<file path="config.mk">
export PLATFORM = sky130hd
export DESIGN_NAME = vault_mining_scheduler_flat
export DESIGN_NICKNAME = d
export VERILOG_FILES = /design/src/rtl/vault_mining_scheduler_if.sv /design/src/rtl/vault_mining_scheduler.sv /design/src/flat_wrapper.sv
export SDC_FILE = /design/constraint.sdc
export NUM_CORES = 2
export LEC_CHECK = 0
export ABC_AREA = 1
export BUFFER_PORTS_ARGS = -buffer_cell sky130_fd_sc_hd__buf_2
export CAP_MARGIN = 20
export CORE_AREA = 10 10 631 633
export DETAILED_ROUTE_END_ITERATION = 7
export DIE_AREA = 0 0 641 643
export PLACE_DENSITY = 0.34
export SLEW_MARGIN = 20
export SYNTH_ARGS = -nofsm -noshare
export SYNTH_HDL_FRONTEND = slang
export SYNTH_SLANG_ARGS = --single-unit
</file>
<file path="constraint.sdc">
create_clock -name clk -period 79.9 [get_ports clk]
set_input_delay 15.98 -clock clk [delete_from_list [all_inputs] [get_ports clk]]
set_output_delay 15.98 -clock clk [all_outputs]
set_load 0.005 [all_outputs]
</file>
<file path="src/rtl/vault_mining_scheduler_if.sv">
// Work, hash-lane and golden-nonce signals of the vault mining scheduler.
// master = scheduler side, slave = feeder / lane array / consumer side.
interface vault_mining_scheduler_if #(
  parameter int LANES   = 4,
  parameter int NONCE_W = 32,
  parameter int HDR_W   = 640
);
  logic                     work_valid;
  logic [HDR_W-1:0]         work_header;
  logic                     work_ready;
  logic                     work_abort;
  logic [HDR_W-1:0]         lane_header;
  logic                     lane_issue;
  logic [LANES*NONCE_W-1:0] lane_nonce;
  logic [LANES-1:0]         lane_hit;
  logic [LANES*NONCE_W-1:0] lane_hit_nonce;
  logic                     gold_valid;
  logic [NONCE_W-1:0]       gold_nonce;
  logic                     gold_ready;

  modport master (
    input  work_valid, work_header, work_abort, lane_hit, lane_hit_nonce, gold_ready,
    output work_ready, lane_header, lane_issue, lane_nonce, gold_valid, gold_nonce
  );

  modport slave (
    output work_valid, work_header, work_abort, lane_hit, lane_hit_nonce, gold_ready,
    input  work_ready, lane_header, lane_issue, lane_nonce, gold_valid, gold_nonce
  );
endinterface

</file>
<file path="src/rtl/vault_mining_scheduler.sv">
// Sweeps the nonce space across LANES hash lanes, collects golden-nonce hits
// into a show-ahead FIFO and measures issued hashes per fixed cycle window.
module vault_mining_scheduler #(
  parameter int LANES      = 4,
  parameter int NONCE_W    = 32,
  parameter int HDR_W      = 640,
  parameter int LANE_LAT   = 64,
  parameter int FIFO_DEPTH = 4,
  parameter int WINDOW     = 100000000
) (
  input  logic                     clk,
  input  logic                     rst,
  vault_mining_scheduler_if.master bus,
  output logic [31:0]              hashrate,
  output logic [15:0]              drop_count,
  output logic                     busy,
  output logic                     job_done
);
  localparam int DW = $clog2(LANE_LAT + 1);
  localparam int AW = (FIFO_DEPTH > 1) ? $clog2(FIFO_DEPTH) : 1;
  localparam int CW = $clog2(FIFO_DEPTH + 1);
  localparam int WW = $clog2(WINDOW);
  localparam int LW = $clog2(LANES + 1);

  typedef enum logic [1:0] {IDLE, RUN, DRAIN} state_t;

  state_t                   state, state_nx;
  logic                     alive;
  logic                     issue_q, issue_nx;
  logic [NONCE_W-1:0]       base, base_nx;
  logic [LANES*NONCE_W-1:0] nonce_q, nonce_nx;
  logic [DW-1:0]            drain_cnt, drain_nx;
  logic                     done_nx;
  logic [HDR_W-1:0]         hdr_q;
  logic                     accept;

  // alive keeps work_ready low while reset is held even though state is IDLE
  assign accept = (state == IDLE) && alive && bus.work_valid;

  // base holds the first nonce of the next issue; it wraps to 0 once the
  // issue carrying the all-ones nonce has been loaded
  always_comb begin
    state_nx = state;
    issue_nx = issue_q;
    base_nx  = base;
    nonce_nx = nonce_q;
    drain_nx = drain_cnt;
    done_nx  = 1'b0;
    case (state)
      IDLE: begin
        if (accept) begin
          state_nx = RUN;
          issue_nx = 1'b1;
          base_nx  = NONCE_W'(LANES);
          for (int i = 0; i < LANES; i++) nonce_nx[i*NONCE_W +: NONCE_W] = NONCE_W'(i);
        end
      end
      RUN: begin
        if (bus.work_abort) begin
          state_nx = IDLE;
          issue_nx = 1'b0;
        end else if (base == '0) begin
          state_nx = DRAIN;
          issue_nx = 1'b0;
          drain_nx = DW'(LANE_LAT);
        end else begin
          for (int i = 0; i < LANES; i++) nonce_nx[i*NONCE_W +: NONCE_W] = base + NONCE_W'(i);
          base_nx = base + NONCE_W'(LANES);
        end
      end
      DRAIN: begin
        if (bus.work_abort) begin
          state_nx = IDLE;
        end else if (drain_cnt == DW'(1)) begin
          state_nx = IDLE;
          done_nx  = 1'b1;
        end else begin
          drain_nx = drain_cnt - DW'(1);
        end
      end
      default: state_nx = IDLE;
    endcase
  end

  always_ff @(posedge clk or posedge rst) begin
    if (rst) begin
      state     <= IDLE;
      alive     <= 1'b0;
      issue_q   <= 1'b0;
      base      <= '0;
      nonce_q   <= '0;
      drain_cnt <= '0;
      job_done  <= 1'b0;
      hdr_q     <= '0;
    end else begin
      state     <= state_nx;
      alive     <= 1'b1;
      issue_q   <= issue_nx;
      base      <= base_nx;
      nonce_q   <= nonce_nx;
      drain_cnt <= drain_nx;
      job_done  <= done_nx;
      if (accept) hdr_q <= bus.work_header;
    end
  end

  logic               capture, hit_any;
  logic [NONCE_W-1:0] hit_sel;
  logic [LW-1:0]      hit_cnt;

  assign capture = (state == RUN) || (state == DRAIN);

  // descending scan leaves the lowest-index hitting lane selected
  always_comb begin
    hit_any = 1'b0;
    hit_sel = '0;
    hit_cnt = '0;
    for (int i = LANES - 1; i >= 0; i--) begin
      if (bus.lane_hit[i]) begin
        hit_any = 1'b1;
        hit_sel = bus.lane_hit_nonce[i*NONCE_W +: NONCE_W];
      end
    end
    for (int i = 0; i < LANES; i++) hit_cnt = hit_cnt + LW'(bus.lane_hit[i]);
  end

  logic [NONCE_W-1:0] mem [FIFO_DEPTH];
  logic [AW-1:0]      wr_ptr, rd_ptr;
  logic [CW-1:0]      count;
  logic               push, pop, push_ok;
  logic [16:0]        drop_sum;

  assign pop     = (count != '0) && bus.gold_ready;
  assign push    = capture && hit_any;
  assign push_ok = push && ((count != CW'(FIFO_DEPTH)) || pop);

  always_comb begin
    drop_sum = {1'b0, drop_count};
    if (push)            drop_sum = drop_sum + 17'(hit_cnt) - 17'd1;
    if (push && !push_ok) drop_sum = drop_sum + 17'd1;
  end

  function automatic logic [AW-1:0] ptr_inc(input logic [AW-1:0] p);
    return (p == AW'(FIFO_DEPTH - 1)) ? '0 : p + AW'(1);
  endfunction

  always_ff @(posedge clk or posedge rst) begin
    if (rst) begin
      wr_ptr     <= '0;
      rd_ptr     <= '0;
      count      <= '0;
      drop_count <= '0;
      for (int i = 0; i < FIFO_DEPTH; i++) mem[i] <= '0;
    end else begin
      if (push_ok) begin
        mem[wr_ptr] <= hit_sel;
        wr_ptr      <= ptr_inc(wr_ptr);
      end
      if (pop) rd_ptr <= ptr_inc(rd_ptr);
      count      <= count + CW'(push_ok) - CW'(pop);
      drop_count <= drop_sum[16] ? 16'hFFFF : drop_sum[15:0];
    end
  end

  logic [WW-1:0] wcnt;
  logic [31:0]   acc, acc_sat;
  logic [32:0]   acc_sum;

  assign acc_sum = {1'b0, acc} + (issue_q ? 33'(LANES) : 33'd0);
  assign acc_sat = acc_sum[32] ? 32'hFFFF_FFFF : acc_sum[31:0];

  always_ff @(posedge clk or posedge rst) begin
    if (rst) begin
      wcnt     <= '0;
      acc      <= '0;
      hashrate <= '0;
    end else if (wcnt == WW'(WINDOW - 1)) begin
      wcnt     <= '0;
      acc      <= '0;
      hashrate <= acc_sat;
    end else begin
      wcnt <= wcnt + WW'(1);
      acc  <= acc_sat;
    end
  end

  assign bus.work_ready  = (state == IDLE) && alive;
  assign bus.lane_header = hdr_q;
  assign bus.lane_issue  = issue_q;
  assign bus.lane_nonce  = nonce_q;
  assign bus.gold_valid  = (count != '0);
  assign bus.gold_nonce  = mem[rd_ptr];
  assign busy            = (state != IDLE);
endmodule

</file>
<file path="src/flat_wrapper.sv">
// flat-port wrapper written by rule: the top's interface ports become plain ports
module vault_mining_scheduler_flat 
#(
  parameter int LANES      = 4,
  parameter int NONCE_W    = 32,
  parameter int HDR_W      = 640,
  parameter int LANE_LAT   = 64,
  parameter int FIFO_DEPTH = 4,
  parameter int WINDOW     = 100000000
)
  (clk, rst, hashrate, drop_count, busy, job_done, bus_work_valid, bus_work_header, bus_work_abort, bus_lane_hit, bus_lane_hit_nonce, bus_gold_ready, bus_work_ready, bus_lane_header, bus_lane_issue, bus_lane_nonce, bus_gold_valid, bus_gold_nonce);
  vault_mining_scheduler_if #(.LANES(LANES), .NONCE_W(NONCE_W), .HDR_W(HDR_W)) bus_i ();
  input  logic clk;
  input  logic rst;
  output logic [31:0] hashrate;
  output logic [15:0] drop_count;
  output logic busy;
  output logic job_done;
  input wire logic [$bits(bus_i.work_valid)-1:0] bus_work_valid;
  input wire logic [$bits(bus_i.work_header)-1:0] bus_work_header;
  input wire logic [$bits(bus_i.work_abort)-1:0] bus_work_abort;
  input wire logic [$bits(bus_i.lane_hit)-1:0] bus_lane_hit;
  input wire logic [$bits(bus_i.lane_hit_nonce)-1:0] bus_lane_hit_nonce;
  input wire logic [$bits(bus_i.gold_ready)-1:0] bus_gold_ready;
  output wire logic [$bits(bus_i.work_ready)-1:0] bus_work_ready;
  output wire logic [$bits(bus_i.lane_header)-1:0] bus_lane_header;
  output wire logic [$bits(bus_i.lane_issue)-1:0] bus_lane_issue;
  output wire logic [$bits(bus_i.lane_nonce)-1:0] bus_lane_nonce;
  output wire logic [$bits(bus_i.gold_valid)-1:0] bus_gold_valid;
  output wire logic [$bits(bus_i.gold_nonce)-1:0] bus_gold_nonce;
  assign bus_i.work_valid = bus_work_valid;
  assign bus_i.work_header = bus_work_header;
  assign bus_i.work_abort = bus_work_abort;
  assign bus_i.lane_hit = bus_lane_hit;
  assign bus_i.lane_hit_nonce = bus_lane_hit_nonce;
  assign bus_i.gold_ready = bus_gold_ready;
  assign bus_work_ready = bus_i.work_ready;
  assign bus_lane_header = bus_i.lane_header;
  assign bus_lane_issue = bus_i.lane_issue;
  assign bus_lane_nonce = bus_i.lane_nonce;
  assign bus_gold_valid = bus_i.gold_valid;
  assign bus_gold_nonce = bus_i.gold_nonce;
  vault_mining_scheduler #(.LANES(LANES), .NONCE_W(NONCE_W), .HDR_W(HDR_W), .LANE_LAT(LANE_LAT), .FIFO_DEPTH(FIFO_DEPTH), .WINDOW(WINDOW)) u_core (.clk(clk), .rst(rst), .bus(bus_i), .hashrate(hashrate), .drop_count(drop_count), .busy(busy), .job_done(job_done));
endmodule
</file>
==> results.md <==
- Flop2flop setup slack: 74.65 ns
- Worst-path clk slew: 0.06 ns
- Number of fill cells: 43800
- Layout cells sized above 1: 0.3111
- Slew @ Worst Pin: 1.043 ns
- Worst-path cell chain: buf_2 > ha_1 > fa_1 > ha_1 > inv_1 > ha_1 > inv_1 > ha_1 > inv_1 > fa_1 > inv_1 > nand3_1 > nand2_2 > nand2_1 > nand2_1 > nand2_1 > nand3_1 > nand2_1 > nor2_2 > nand3_2 > nor2_2 > nand4_1 > nand2_2 > nand2_1
- Top cell by count, worst path: nand2_1
- Sum Neg Setup Slack: 0 ns
- Cell Pwr Density: roughly 40 nW/um^2
- Initial DRC count: between 2000 and 3000
- Hold crit path type: flop to flop
- Initial Util: 0.1138
- Minimum clock period: 19.75 ns
- Post-synth top area cell: dfrtp_1
- CTS tree: built
- Final ANT Viol Nets: 0
- GP Congestion: 0.9422
- H-tree depth: 4
- CP max-delay cell: buf_2
- Crit-path max FO: 36
- Grt ovf: 0
- Die Span Y: 643 microns
- Maximum root-to-sink buffer count: 4
- RSZ-0062 raised after global routing: no
- Seq/Total Area, Yosys: 0.5794
- Max Clk Rate: slightly above 50 MHz
- Hold buffers post-CTS: 0
- Yosys top cell area share: 0.5794
- Hold path cells: 1
- Top FF cell, synth: dfrtp_1
- Root Buffer: clkbuf_16
- Remaining DRCs: 0
- Site Rows: approximately 230
- R2R cell count: 12
- CP arrival: just over 20 ns
- Post-synth EDFFs: 0
- Max-slew violations: 0
- Max IR drop VDD: 0.02514 mV
- Area contributors post-synth: dfrtp_1 58%, nand2_1 22%, mux2_2 2.9%
- Hold WS: roughly 0.46 ns
- Slew HR: 0.3007
- Count of input and output buffers: about 1600
- WL final: ~340000 microns
- Post-DP HPWL: 280700 microns
- Total core area: around 380000 sq um
- Final period utilization: 0.2472
- Crit Path Class: input pin to flop
- Seq. cell area: about 25000 sq um
- Die Width: around 640 microns
- First-pass GRT wire length: between 400000 and 500000 microns
- Setup crit end kind: flop
- Final hold vios: 0
- Hold path startpoint: u_core.wcnt[0]
- Via density per instance: ~3.5
- Critical Path RT: around 81 ns
- Largest net degree at the start of global routing: between 100 and 150
- Clk_skew: around 0.045 ns
- Area Overhead vs Synth: 43.18%
- Full die area: between 400000 and 500000 sq um
- Most numerous cell in the Yosys netlist: nand2_1
- Synth Register Bits: 1014
- Synth Cell Area: ~44000 sq um
- Status: complete, no violations
- Synthesized instance count: roughly 5100
- Synthesized Nets: roughly 6000
- Area occupied by multi-input gates: approximately 16000 sq um
- Static Leak: about 33 nW
- Max_cap viols: 0
- DR vias: between 40000 and 50000
- CP Launch Type: input pin
- Critical R2R Launch: u_core.state[0]
- Hold Path Sink: u_core.wcnt[0]
- Layout Nets: roughly 7500
- DRT Pass-1 Iters: 6
- Yosys cell types: 53
- Setup-violating endpoint count in the final report: 0
- DR WL/cell: 28.15 microns
- Worst-Skew Late Latency: a little over 0.8 ns
- R2r endpoint: u_core.bus.lane_header[323]
- Total CTS buffers: 150
- Number of global-route vias before repair: approximately 43000
- Commonest cells in the synthesized netlist: 2588 x nand2_1, 1014 x dfrtp_1, 229 x nor2_1, 207 x inv_1, 199 x clkbuf_1
- Initial antenna violation count: about 240
- Tot GR Track Use: 0.1554
- Boundary pin count: 1630
- Syn avg cell area: approximately 8.6 sq um
- Clock sink count: between 1000 and 1500
- Yosys warning count: 0
- Synth async-reset ratio: 1.000
- Crit path largest cell delay: just under 0.6 ns
- Cts repair resizes: 0
- # Post-CTS Setup Buffers: 0
==> metal layers <==
metal  up-vias  GRT usage  share of wire
li1      19160          -              -
met3       577    0.06147          0.092
met4        86    0.03474          0.028
met1     20840     0.1570           0.34
met2      1606     0.2972           0.53
met5         -          0         0.0019
==> flip-flops by register name, indices dropped and copies added (netlist names), 2 cells and up <==
register	count
u_core.state	2
u_core.drain_cnt	7
u_core.rd_ptr	2
u_core.wr_ptr	2
u_core.bus.lane_nonce	90
u_core.mem	128
u_core.drop_count	16
u_core.wcnt	27
u_core.base	30
u_core.bus.lane_header	640
u_core.acc	32
u_core.hashrate	32
u_core.count	3
==> cells by family after synthesis <==
kind of cell / share of synthesized area
and+or+nand+nor: 0.2793
DFF: 0.5794
buffers and inverters: 0.04848
AOI/OAI and AO/OA: 0.03708
muxes: 0.03291
xor gates and xnor gates: 0.01020
adders and majority gates: 0.01251
other: 0.0001715
==> final cells by class <==
cell class / instances / share of cell area
diodes: 80 / 0.003192
clock buffers: 210 / 0.06782
clock inverters: 53 / 0.01187
inverters: 213 / 0.01303
multi-input cells: 3598 / 0.2606
flip-flops and latches: 1014 / 0.4047
well taps: 5060 / 0.1010
repair buffers: 1681 / 0.1379
==> worst max path at each step <==
stage / from / endpoint / cells past startpoint
floorplan: rst / u_core.acc[0] / 1
global placement: rst / u_core.bus.lane_header[632] / 7
detailed placement: rst / u_core.bus.lane_header[626] / 7
CTS: rst / u_core.bus.lane_header[629] / 7
global route: bus_lane_hit[0] / u_core.drop_count[2] / 24
finish: bus_lane_hit[0] / u_core.drop_count[15] / 24
==> report_power, final <==
part	internal [mW]	total (mW)	switching, mW
Clock	0.421	0.700	0.279
Sequential	0.711	0.853	0.142
Combinational	0.313	0.976	0.662
Total	1.45	2.53	1.08
==> critical path, delay by kind of cell <==
kind | cells | cell delay (ns)
simple gates | 13 | 1.62
buf+inv | 5 | 0.90
fa+ha+maj | 6 | 1.91
==> through the flow <==
step           power [mW]  std cells  worst slack (ns)  utilization  area, sq um
6_report            2.529      11910             60.15       0.1630        62710
5_1_grt             2.712      11850             59.81       0.1625        62550
4_1_cts             2.623      11830             60.02       0.1622        62410
3_5_place_dp        1.889      11560             59.03       0.1492        57420
3_3_place_gp        1.889      11560             59.14       0.1491        57390
2_1_floorplan       1.249       5113             35.39            -        43800
==> placed cells by master, fill, tap and decap left out, types with 36 or more instances in the layout <==
cell type	instances
dfrtp_1	1013
ha_1	39
clkbuf_16	153
diode_2	80
nor2_1	224
nand3_1	84
buf_2	1628
clkbuf_1	36
nand2_1	2586
xor2_1	36
inv_1	202
buf_4	46
o21ai_0	108
mux2_2	112
nand4_1	64
a21oi_1	101
No activity file was read; power rests on OpenSTA's default activity.
